**config.mk**
```make
export PLATFORM = sky130hd
export DESIGN_NAME = tns_rx_link_monitor
export DESIGN_NICKNAME = d
export VERILOG_FILES = /design/src/rtl/tns_rx_link_monitor.sv
export SDC_FILE = /design/constraint.sdc
export NUM_CORES = 1
export LEC_CHECK = 0
export CAP_MARGIN = 5
export CELL_PAD_IN_SITES_DETAIL_PLACEMENT = 0
export CELL_PAD_IN_SITES_GLOBAL_PLACEMENT = 1
export CORE_AREA = 2 2 126 103
export CTS_CLUSTER_DIAMETER = 60
export CTS_CLUSTER_SIZE = 20
export DETAILED_ROUTE_END_ITERATION = 7
export DIE_AREA = 0 0 128 105
export PLACE_DENSITY = 0.79
export SYNTH_ARGS = -nofsm -noshare
export SYNTH_HDL_FRONTEND = slang
export SYNTH_SLANG_ARGS = --single-unit
```
**constraint.sdc**
```tcl
create_clock -name clock -period 2.14 [get_ports clock]
set_clock_uncertainty 0.15 [all_clocks]
set_input_delay 0.214 -clock clock [delete_from_list [all_inputs] [get_ports clock]]
set_output_delay 0.214 -clock clock [all_outputs]
set_load 0.1 [all_outputs]
```
**src/rtl/tns_rx_link_monitor.sv**
```systemverilog
// Receive-side TNS link monitor: forwards each TSV word with a fixed latency of 2,
// flags per-group transition-rule violations and tracks link lock and error statistics.
module tns_rx_link_monitor #(
  parameter int unsigned NGRP      = 8,
  parameter int unsigned CNT_W     = 16,
  parameter int unsigned LOSS_TH   = 4,
  parameter int unsigned RELOCK_TH = 3
) (
  input  logic              clock,
  input  logic              reset_n,
  input  logic              in_valid,
  input  logic [3*NGRP-1:0] tsv_in,
  input  logic              clear_cnt,
  output logic              out_valid,
  output logic [3*NGRP-1:0] out_tsv,
  output logic [NGRP-1:0]   out_grp_err,
  output logic              out_word_err,
  output logic              lock,
  output logic              err_sticky,
  output logic [CNT_W-1:0]  err_word_cnt,
  output logic [7:0]        lost_cnt
);

  localparam int unsigned W    = 3 * NGRP;
  localparam int unsigned RUNW = 4;

  typedef enum logic [1:0] {
    ST_IDLE   = 2'd0,
    ST_LOCKED = 2'd1,
    ST_LOST   = 2'd2
  } state_e;

  state_e            state_q, state_d;
  logic              s1_valid_q;
  logic [W-1:0]      s1_tsv_q;
  logic [NGRP-1:0]   prev_b2_q, prev_b2_d;
  logic [RUNW-1:0]   consec_err_q, consec_err_d;
  logic [RUNW-1:0]   consec_clean_q, consec_clean_d;
  logic              out_valid_q, out_valid_d;
  logic [W-1:0]      out_tsv_q, out_tsv_d;
  logic [NGRP-1:0]   out_grp_err_q, out_grp_err_d;
  logic              out_word_err_q, out_word_err_d;
  logic              lock_q, lock_d;
  logic              err_sticky_q, err_sticky_d;
  logic [CNT_W-1:0]  err_word_cnt_q, err_word_cnt_d;
  logic [7:0]        lost_cnt_q, lost_cnt_d;
  logic [NGRP-1:0]   grp_err_c;
  logic              word_err_c;

  // Stage-2 group check: a (b0,b1,b2)=(0,0,1) after b2=0, or (1,1,0) after b2=1, is illegal
  always_comb begin
    grp_err_c = '0;
    for (int unsigned j = 0; j < NGRP; j++) begin
      if ((s1_tsv_q[3*j +: 3] == 3'b100) && !prev_b2_q[j]) grp_err_c[j] = 1'b1;
      if ((s1_tsv_q[3*j +: 3] == 3'b011) &&  prev_b2_q[j]) grp_err_c[j] = 1'b1;
    end
    word_err_c = |grp_err_c;
  end

  // Next-state: forwarding, bit-2 history, lock FSM and statistics
  always_comb begin
    state_d        = state_q;
    prev_b2_d      = prev_b2_q;
    consec_err_d   = consec_err_q;
    consec_clean_d = consec_clean_q;
    out_valid_d    = s1_valid_q;
    out_tsv_d      = out_tsv_q;
    out_grp_err_d  = out_grp_err_q;
    lock_d         = lock_q;
    err_sticky_d   = err_sticky_q;
    err_word_cnt_d = err_word_cnt_q;
    lost_cnt_d     = lost_cnt_q;

    if (s1_valid_q) begin
      out_tsv_d     = s1_tsv_q;
      out_grp_err_d = (state_q == ST_IDLE) ? '0 : grp_err_c;
      for (int unsigned j = 0; j < NGRP; j++) prev_b2_d[j] = s1_tsv_q[3*j + 2];

      case (state_q)
        ST_IDLE: begin
          // First valid word is the sync word and is never checked
          state_d = ST_LOCKED;
          lock_d  = 1'b1;
        end
        ST_LOCKED: begin
          if (word_err_c) begin
            if (err_word_cnt_q != '1) err_word_cnt_d = err_word_cnt_q + CNT_W'(1);
            err_sticky_d = 1'b1;
            if ((consec_err_q + RUNW'(1)) == RUNW'(LOSS_TH)) begin
              state_d      = ST_LOST;
              lock_d       = 1'b0;
              consec_err_d = '0;
              if (lost_cnt_q != 8'hFF) lost_cnt_d = lost_cnt_q + 8'd1;
            end else begin
              consec_err_d = consec_err_q + RUNW'(1);
            end
          end else begin
            consec_err_d = '0;
          end
        end
        ST_LOST: begin
          if (word_err_c) begin
            consec_clean_d = '0;
          end else if ((consec_clean_q + RUNW'(1)) == RUNW'(RELOCK_TH)) begin
            state_d        = ST_LOCKED;
            lock_d         = 1'b1;
            consec_clean_d = '0;
          end else begin
            consec_clean_d = consec_clean_q + RUNW'(1);
          end
        end
        default: begin
          state_d = ST_IDLE;
          lock_d  = 1'b0;
        end
      endcase
    end

    // Clear wins over any same-edge increment or sticky set
    if (clear_cnt) begin
      err_word_cnt_d = '0;
      lost_cnt_d     = '0;
      err_sticky_d   = 1'b0;
    end

    out_word_err_d = |out_grp_err_d;
  end

  // State and pipeline registers
  always_ff @(posedge clock or negedge reset_n) begin
    if (!reset_n) begin
      state_q        <= ST_IDLE;
      s1_valid_q     <= 1'b0;
      s1_tsv_q       <= '0;
      prev_b2_q      <= '0;
      consec_err_q   <= '0;
      consec_clean_q <= '0;
      out_valid_q    <= 1'b0;
      out_tsv_q      <= '0;
      out_grp_err_q  <= '0;
      out_word_err_q <= 1'b0;
      lock_q         <= 1'b0;
      err_sticky_q   <= 1'b0;
      err_word_cnt_q <= '0;
      lost_cnt_q     <= '0;
    end else begin
      state_q        <= state_d;
      s1_valid_q     <= in_valid;
      if (in_valid) s1_tsv_q <= tsv_in;
      prev_b2_q      <= prev_b2_d;
      consec_err_q   <= consec_err_d;
      consec_clean_q <= consec_clean_d;
      out_valid_q    <= out_valid_d;
      out_tsv_q      <= out_tsv_d;
      out_grp_err_q  <= out_grp_err_d;
      out_word_err_q <= out_word_err_d;
      lock_q         <= lock_d;
      err_sticky_q   <= err_sticky_d;
      err_word_cnt_q <= err_word_cnt_d;
      lost_cnt_q     <= lost_cnt_d;
    end
  end

  assign out_valid    = out_valid_q;
  assign out_tsv      = out_tsv_q;
  assign out_grp_err  = out_grp_err_q;
  assign out_word_err = out_word_err_q;
  assign lock         = lock_q;
  assign err_sticky   = err_sticky_q;
  assign err_word_cnt = err_word_cnt_q;
  assign lost_cnt     = lost_cnt_q;

endmodule

```
==> key figures <==
Run status
  – Status: complete, but fails checks
  – Failing checks: negative setup slack

Detailed routing
  – DR iter-0 viols: 145
  – Met3 wire length: 460 µm
  – Final wirelength: 11400 µm
  – Avg WL per Cell: 16.3 µm
  – Vias post-DR: 3651
  – Max layer used: met4
  – Routed metal-1 wirelength: 5250 µm
  – Post-route ant nets: 0
  – Initial DRT Pass Iterations: 4
  – Met2 routed WL: 5450 µm
  – Post-route DRC violation count: 0
  – Number of vias per cell: 5.22

GRT
  – Vias in the first global route: 3729
  – First-pass GRT wire length: 18900 µm
  – GRT Total Usage: 0.177
  – Largest net degree at the start of global routing: 43
  – Initial antenna violation count: 0
  – GRT overflow: 0

Timing
  – Final setup margin: -0.196 ns
  – RSZ-0062 raised after global routing: true
  – Slew Limit Fails: 0
  – Sum of negative setup slack: -1.49 ns
  – Tmin final: 2.34 ns
  – Slew @ Worst Pin: 0.531 ns
  – Crit share post-route: 1.09
  – Setup Viol. Count Final: 18
  – Hold Vio Cnt, Final: 0
  – Slew margin rel.: 0.646
  – Achievable Freq: 428 MHz

Yosys
  – Synth Area in Adders: 0.0142
  – Post-Synthesis Cells: 384
  – Biggest area consumer among synthesized cells: dfrtp_1
  – Number of flops mapped to enable cells by yosys: 0
  – Mux contribution to synthesized area: 0.140
  – Top cells by count, synth: 95 x dfrtp_1, 54 x mux2_2, 22 x nand2_1, 17 x nor2_1, 16 x nor2b_1
  – Synthesized area: 4410 µm²
  – Synth Net Count: 417
  – Post-synthesis simple-gate area fraction: 0.153
  – Top-area cell type share of the netlist area: 0.539
  – Sequential share of the synthesized area: 0.539
  – Post-Synth XOR/XNOR Area: 0.00994
  – Top cells by area, synth: dfrtp_1 54%, mux2_2 14%, nor2b_1 2.3%
  – Yosys Warn Count: 0
  – Top FF cell, synth: dfrtp_1
  – Syn Area/Cell: 11.5 µm²
  – Synth Area in Compound Gates: 0.111
  – Top-count cell post-synth: dfrtp_1
  – #FFs+latches synth: 95
  – Largest family of logic cells by synthesized area: simple AND/OR/NAND/NOR gates
  – Async S/R FF share, synth: 1.00
  – Synth cell types: 52

Setup path
  – Critical Path Start Type: flop
  – WS Path Type: flop to flop
  – CP max stage delay: 0.47 ns
  – Cell Chain, Critical Path: buf_6, nor4b_4, a31oi_4, nand4_1, buf_4, o21ai_4, buf_6, or4_4, a21oi_2
  – R2r startpoint: prev_b2_q[3]$_DFFE_PN0P_
  – Worst R2R End: err_word_cnt[12]$_DFFE_PN0P_
  – Crit. End Element: flop
  – Data arrival, critical path: 2.46 ns
  – Max FO, Critical Path: 7
  – Crit path max-delay cell type: dfrtp_4
  – R2r worst-path depth: 9
  – Most common cell on crit path: buf_6
  – R2R Setup Slk: -0.20 ns
  – Critical Path RT: 2.26 ns

Clocking
  – Cts bufs inserted: 9
  – Clock Sinks: 95
  – Clock latency on the worst-skew pair: 0.35 ns
  – CTS tree: done
  – Clk slew on worst S/H paths: 0.06 ns
  – CTS max path bufs: 2
  – CTS root buf: clkbuf_16
  – CTS H-tree lvls: 3

Finish
  – Post-Layout Cell Count: 700
  – Total Nets Final: 576
  – Antenna cells: 0
  – Fill cells: 983
  – Synth-to-layout area growth: 52.0%
  – Layout cells sized above 1: 0.542

Job
  – MaxCap Viol Count: 0

Placement
  – Post-DP HPWL: 7780 µm
  – Number of port buffers: 87
  – Cells after DPL: 667
  – GP Congestion: 0.789

Power and ir drop
  – VDD IR max: 536 µV
  – Combinational Power Share: 0.409
  – Leakage: 2.77 nW
  – Pwr Density: 933 nW/µm²
  – Clock power share: 0.240
  – Internal: 3.75 mW
  – Net Sw Frac: 0.400
  – Seq pwr share: 0.351
  – P_sw: 2.50 mW

Floorplanning
  – Die Y: 105 µm
  – Rows: 36
  – Initial Utilization: 0.365
  – Die X: 128 µm
  – Die area: 13400 µm²
  – Core Area: 12100 µm²
  – Boundary Pins: 88

Min path
  – Tightest Hold Check Type: primary input to async pin
how the worst max path moves through the flow:
| stage | endpoint | slack (ns) | from | depth (start not counted) |
|---|---|---|---|---|
| final | err_word_cnt[12]$_DFFE_PN0P_ | -0.20 | prev_b2_q[3]$_DFFE_PN0P_ | 9 |
| after global routing | err_word_cnt[12]$_DFFE_PN0P_ | -0.28 | prev_b2_q[3]$_DFFE_PN0P_ | 9 |
| after CTS | err_word_cnt[13]$_DFFE_PN0P_ | -0.14 | prev_b2_q[3]$_DFFE_PN0P_ | 8 |
| after detailed placement | err_word_cnt[0]$_DFFE_PN0P_ | -0.33 | prev_b2_q[6]$_DFFE_PN0P_ | 7 |
| after global placement | err_word_cnt[0]$_DFFE_PN0P_ | -0.24 | prev_b2_q[2]$_DFFE_PN0P_ | 7 |
| after floorplan | err_word_cnt[0]$_DFFE_PN0P_ | -0.02 | prev_b2_q[3]$_DFFE_PN0P_ | 7 |
cell families after synthesis:
kind of cell	after synthesis
compound gates	72
xor+xnor	5
fa+ha+maj	5
buf+inv	32
flops	95
mux	55
simple gates	120
layout make-up:
cell class	instances	area [µm²]	area share
multi-input combinational	257	2310	0.345
sequential	95	2470	0.369
tap	152	190	0.0284
clock buffer	11	243	0.0362
clock inverter	5	33.8	0.00504
inverter	16	61.3	0.00915
timing repair buffer	164	1390	0.207
critical path: cells and delay by family (launching register included):
family / cells / cell delay (ns)
buf+inv: 3 / 0.43
simple gates: 3 / 0.88
flops: 1 / 0.47
compound gates: 3 / 0.33
per-stage QoR:
step	setup slack [ns]	utilization	hold slack, ns	power [mW]	area, µm²
final	-0.196	0.555	0.163	6.25	6700
after global placement	-0.242	0.489	-0.0129	4.39	5910
after detailed placement	-0.330	0.489	-0.00565	4.43	5910
after floorplan	-0.0168	-	-0.232	3.72	4600
after CTS	-0.140	0.536	0.166	6.13	6470
after global routing	-0.283	0.555	0.182	6.54	6700
flip-flops by register name, summed over array words and instances (netlist names):
name / cells
s1_tsv_q: 24
lost_cnt: 8
out_valid: 1
lock: 1
err_word_cnt: 16
out_tsv: 16
out_valid_d: 1
consec_clean_q: 4
consec_err_q: 4
state_q: 2
out_word_err: 1
err_sticky: 1
prev_b2_q: 8
out_grp_err: 8
placed cells by master, fill, tap and decap left out, types with 9 or more instances in the layout:
cell,n
mux2_2,52
buf_4,118
inv_1,15
o22ai_1,9
a21oi_1,10
nand2_1,19
dfrtp_4,23
nand3_1,12
clkbuf_16,9
clkdlybuf4s50_1,26
nor2_1,14
dfrtp_1,64
buf_6,15
nor2b_1,13
what timing repair did:
action                                 4_1_cts  5_1_grt
setup endpoints to repair                   32       32
setup buffers                               10        5
pin swaps                                   20       32
endpoints found under the hold margin       70        0
cloned                                       0        1
gates resized for setup                     33       43
hold buffers                                 1        0
metal layers:
| metal | GRT usage | up-vias |
|---|---|---|
| met2 | 0.280 | 76 |
| met1 | 0.239 | 1821 |
| met3 | 0.0476 | 19 |
| met5 | 0 | - |
| met4 | 0.0510 | 0 |
| li1 | - | 1735 |
power groups by stage:
| stage | clock network [mW] | logic [mW] | registers (mW) |
|---|---|---|---|
| global route | 1.62 | 2.70 | 2.22 |
| floorplan | 0 | 0.626 | 3.10 |
| CTS | 1.54 | 2.40 | 2.19 |
| global placement | 0 | 2.20 | 2.19 |
| detailed placement | 0 | 2.23 | 2.20 |
| finish | 1.50 | 2.56 | 2.19 |
Note: power is estimated with default switching activity, not from simulation.
